$ cat config.mk
export PLATFORM = sky130hd
export DESIGN_NAME = ara_inval_sequencer
export DESIGN_NICKNAME = d
export VERILOG_FILES = /design/src/rtl/ara_inval_sequencer.sv
export SDC_FILE = /design/constraint.sdc
export NUM_CORES = 1
export LEC_CHECK = 0
export ABC_AREA = 1
export CORE_MARGIN = 4
export CORE_UTILIZATION = 40
export CTS_BUF_LIST = sky130_fd_sc_hd__clkbuf_16
export DETAILED_ROUTE_END_ITERATION = 8
export PLACE_DENSITY = 0.63
export REMOVE_ABC_BUFFERS = 1
export SYNTH_ARGS = -nofsm -noshare
export SYNTH_HDL_FRONTEND = slang
export SYNTH_SLANG_ARGS = --single-unit
$ cat constraint.sdc
create_clock -name clk_i -period 7.6 [get_ports clk_i]
set_input_delay 1.52 -clock clk_i [delete_from_list [all_inputs] [get_ports clk_i]]
set_output_delay 1.52 -clock clk_i [all_outputs]
set_load 0.02 [all_outputs]
$ cat src/rtl/ara_inval_sequencer.sv
// Buffers Ara write-burst descriptors and expands each one into line-granular
// L1 D-cache invalidation requests on the CVA6 accelerator handshake.
module ara_inval_sequencer #(
    parameter int unsigned AddrWidth   = 64,
    parameter int unsigned L1LineWidth = 16,
    parameter int unsigned DescDepth   = 4
) (
    input  logic                 clk_i,
    input  logic                 rst_i,
    input  logic                 en_i,
    input  logic                 desc_valid_i,
    output logic                 desc_ready_o,
    input  logic [AddrWidth-1:0] desc_addr_i,
    input  logic [7:0]           desc_len_i,
    input  logic [2:0]           desc_size_i,
    output logic                 inval_valid_o,
    input  logic                 inval_ready_i,
    output logic [AddrWidth-1:0] inval_addr_o,
    output logic                 desc_done_o,
    output logic                 busy_o
);

    localparam int unsigned LINE_BITS = $clog2(L1LineWidth);
    localparam int unsigned CNT_W     = $clog2((2 ** 15) / L1LineWidth + 2);
    localparam int unsigned PTR_W     = $clog2(DescDepth);
    localparam logic [AddrWidth-1:0] LINE_MASK = ~(AddrWidth'(L1LineWidth - 1));

    typedef enum logic {
        IDLE,
        ISSUE
    } state_t;

    state_t state_q, state_d;

    logic [AddrWidth-1:0] mem_addr [DescDepth];
    logic [7:0]           mem_len  [DescDepth];
    logic [2:0]           mem_size [DescDepth];
    logic [PTR_W-1:0]     wr_ptr, rd_ptr;
    logic [PTR_W:0]       count;
    logic                 full, empty, push, pop;

    logic [AddrWidth-1:0] head_addr;
    logic [7:0]           head_len;
    logic [2:0]           head_size;
    logic [AddrWidth-1:0] size_mask;
    logic [15:0]          burst_bytes;
    logic [AddrWidth:0]   last_byte;
    logic [AddrWidth-1:0] first_line, last_line;
    logic [CNT_W-1:0]     lines_init;

    logic [AddrWidth-1:0] cur_addr;
    logic [CNT_W-1:0]     lines_left;
    logic                 load, advance;

    assign full         = (count == (PTR_W + 1)'(DescDepth));
    assign empty        = (count == '0);
    assign push         = desc_valid_i && !full;
    assign desc_ready_o = !full;

    always_ff @(posedge clk_i) begin
        if (push) begin
            mem_addr[wr_ptr] <= desc_addr_i;
            mem_len[wr_ptr]  <= desc_len_i;
            mem_size[wr_ptr] <= desc_size_i;
        end
    end

    always_ff @(posedge clk_i) begin
        if (rst_i) begin
            wr_ptr <= '0;
            rd_ptr <= '0;
            count  <= '0;
        end else begin
            if (push) wr_ptr <= wr_ptr + PTR_W'(1);
            if (pop)  rd_ptr <= rd_ptr + PTR_W'(1);
            count <= count + (PTR_W + 1)'(push) - (PTR_W + 1)'(pop);
        end
    end

    assign head_addr = mem_addr[rd_ptr];
    assign head_len  = mem_len[rd_ptr];
    assign head_size = mem_size[rd_ptr];

    // One extra bit catches bursts running past the top of the address space;
    // such bursts stop at the top line instead of wrapping.
    always_comb begin
        size_mask   = ~({AddrWidth{1'b1}} << head_size);
        burst_bytes = ({8'd0, head_len} + 16'd1) << head_size;
        last_byte   = {1'b0, head_addr & ~size_mask}
                    + {{(AddrWidth - 15){1'b0}}, burst_bytes}
                    - {{AddrWidth{1'b0}}, 1'b1};
        first_line  = head_addr & LINE_MASK;
        last_line   = last_byte[AddrWidth] ? LINE_MASK : (last_byte[AddrWidth-1:0] & LINE_MASK);
        lines_init  = CNT_W'((last_line - first_line) >> LINE_BITS);
    end

    always_comb begin
        state_d     = state_q;
        pop         = 1'b0;
        load        = 1'b0;
        advance     = 1'b0;
        desc_done_o = 1'b0;
        case (state_q)
            IDLE: begin
                if (!empty) begin
                    pop = 1'b1;
                    if (en_i) begin
                        load    = 1'b1;
                        state_d = ISSUE;
                    end else begin
                        desc_done_o = 1'b1;
                    end
                end
            end
            ISSUE: begin
                if (inval_ready_i) begin
                    // A low enable ends the descriptor at the line just handshaked.
                    if (lines_left != '0 && en_i) begin
                        advance = 1'b1;
                    end else begin
                        desc_done_o = 1'b1;
                        if (!empty && en_i) begin
                            pop  = 1'b1;
                            load = 1'b1;
                        end else begin
                            state_d = IDLE;
                        end
                    end
                end
            end
            default: state_d = IDLE;
        endcase
    end

    always_ff @(posedge clk_i) begin
        if (rst_i) begin
            state_q    <= IDLE;
            cur_addr   <= '0;
            lines_left <= '0;
        end else begin
            state_q <= state_d;
            if (load) begin
                cur_addr   <= first_line;
                lines_left <= lines_init;
            end else if (advance) begin
                cur_addr   <= cur_addr + AddrWidth'(L1LineWidth);
                lines_left <= lines_left - CNT_W'(1);
            end
        end
    end

    assign inval_valid_o = (state_q == ISSUE);
    assign inval_addr_o  = cur_addr;
    assign busy_o        = !empty || (state_q != IDLE);

endmodule
==> out/metrics.cfg <==
[setup_path]
r2r_end=lines_left[10]
cp.arrival_ps=7100
start_kind=flip-flop
regToRegSetupSlack_ps=940
worst_ep_required_time_ps=8040
slowest_stage=dfxtp_4
slowest_delay_ps=470
crit_end=lines_left[10]
end_kind=flip-flop
worstPathMaxFanout=43
critPathKind=flip-flop to flip-flop
cpMostUsedCell=nand2_1
r2r_cells=40

[synth]
synth_top_area_cell=edfxtp_1
synth_edf_count=300
syn_area_mm2=0.01954
synthArstFlopShare=0
ys_top_cells_by_area=edfxtp_1, nand2_1, dfxtp_1
ys_seq_elements=382
yosysSeqAreaShare=0.5450
ys_warn_count=0
synth_ff_type=edfxtp_1
yosysUniqueCellTypes=59
post_synth.cell_area_avg_um2=9.732
yosysTopAreaCellShare=0.4610
synthCells=2008

[timing]
rsz0062_at_grt=false
drv_slew=0
fin_crit_ps=6663
worst_slew_pin_slew_ps=1164
setup_slack_ps=937.3
fin_crit_sh=0.8767
finalSetupViolCount=0
timing.fmax_mhz=150.1
skew_ps=15.35
max-slew-margin-rel=0.2229
hold_viol=0

[clock_tree]
clockBufferDepth=3
cts_tree=yes
clockRootBuffer=clkbuf_16
cts.sinks=382
holdBufCountCts=0
clk_latency_ps=560
cts_buffers=41
clk_pin_slew_worst_paths_ps=60
cts_max_level=2

[die]
die_w_um=229.0
fp.coreArea_mm2=0.04805
die_h_um=229.0
start_util=0.4067
rows=80
io_pins=148
dieArea_mm2=0.05246

[drt]
post_drt_wl_per_cell_um=18.56
via_count=15000
drc=0
drt_iter0_drc=1010
viasPerCell=5.402
wl_um=51530
antenna_left=0
dr.pass1.iters=5

[global_route]
grt_max_degree=92
grt_pass1_wl_um=79630
gr-usage-all-layers=0.1904
grt_antenna_before_repair=1
grt_pass1_vias=14580
gr-total-overflow=0

[cells_and_area]
stdcell_area_mm2=0.02299
area_growth_pct=17.63
multiInputGateArea_mm2=0.007690
n_fill_cell=4369
drive_gt1_frac=0.06478
final_cells=2777
layout_commonest_cell=nand2_1
nNetsFinal=2309
final_cell_mix=nand2_1, edfxtp_1, inv_1, clkdlybuf4s50_1, a21oi_1
layout.area.seq_mm2=0.01065

[placement]
dp_slack_ps=789.0
place_hpwl_um=34520
port_buffers=143
dp.cells=2701
routabilityCongestion=0.9065
dpl-instance-area_mm2=0.02152

[job]
drv_cap=0

[worst_hold_path]
hp-class=flip-flop to flip-flop

[run_status]
status=completed

==> synthesized netlist by cell type, types with 3 or more instances <==
cell type and number:
xnor2_1 15, buf_1 10, o22a_1 5, a31oi_1 23
o21bai_1 3, or2_2 11, a32oi_1 55, nor4_1 21
dfxtp_1 82, a221oi_1 3, mux2i_1 3, buf_2 32
nor3_1 36, nor2_1 113, inv_1 212, nor2_4 5
a32o_1 4, buf_6 5, a21oi_1 126, nand3_1 54
inv_2 6, xor2_1 60, ha_1 97, o21ai_1 3
o22ai_1 10, o211ai_1 11, a221oi_2 4, o221ai_1 22
or2_1 5, nor2_2 8, edfxtp_1 300, o21ai_0 82
buf_4 6, a211oi_1 7, nand4_1 26, nand3_2 4
nand2_2 3, clkbuf_1 33, nand2_1 478
==> through the flow <==
stage	hold WS, ps	setup TNS, ps	util
finish	493.8	0	0.4784
global placement	474.5	0	0.4479
global route	522.9	0	0.4784
CTS	499.6	0	0.4779
floorplan	440.5	-18360	-
detailed placement	488.6	0	0.4479
==> cells by family after synthesis <==
| group | count (synthesis) | synth area share |
|---|---|---|
| simple gates | 775 | 0.1719 |
| flops | 382 | 0.5450 |
| compound gates | 367 | 0.1197 |
| buf+inv | 306 | 0.06390 |
| fa+ha+maj | 99 | 0.06415 |
| xor+xnor | 75 | 0.03361 |
| mux | 3 | 0.001537 |
| other cells | 1 | 0.0001919 |
==> layer usage <==
layer,vias to the layer above,part of all wire,global-route usage
li1,7238,-,-
met1,7275,0.45,0.2598
met2,424,0.47,0.3117
met3,65,0.062,0.03094
met4,0,0.024,0.06200
met5,-,0,0
==> worst min-delay path by stage <==
stage                  startpoint            end  slack (ps)  depth (start not counted)
finish              lines_left[5]  lines_left[5]         490                          2
global route        lines_left[5]  lines_left[5]         520                          2
CTS                 lines_left[5]  lines_left[5]         500                          2
detailed placement  lines_left[5]  lines_left[5]         490                          2
global placement    lines_left[5]  lines_left[5]         470                          2
floorplan               rd_ptr[1]      flip-flop         440                          2
==> critical path, delay by kind of cell, from the launching register on <==
family	cells	cell delay [ps]
compound gates	11	1610
fa+ha+maj	4	1230
buf+inv	3	840
flops	1	470
simple gates	22	2320
==> state kept, by name, indices dropped and copies added, names as in the netlist, named ones only <==
| name | count |
|---|---|
| lines_left | 12 |
| inval_addr_o | 60 |
| mem_size | 12 |
| mem_addr | 256 |
| mem_len | 32 |
| inval_valid_o | 1 |
| wr_ptr | 2 |
| count | 3 |
| rd_ptr | 2 |
==> what timing repair did <==
| action | CTS | global route |
|---|---|---|
| endpoints found under the setup margin | 0 | 3 |
| setup buffers | 0 | 1 |
| gates resized for setup | 0 | 1 |
==> area by class of cell <==
class                           count  share of cell area
Antenna cell                        1           0.0001089
Clock buffer                       42             0.04572
Multi-Input combinational cell   1323              0.3345
Sequential cell                   382              0.4635
Clock inverter                     32             0.01704
Tap cell                          615             0.03347
Timing Repair Buffer              162             0.06951
Inverter                          220             0.03614
Power is not shown: default switching activity piles up to over one toggle a cycle in this logic, so the estimate is an artifact.
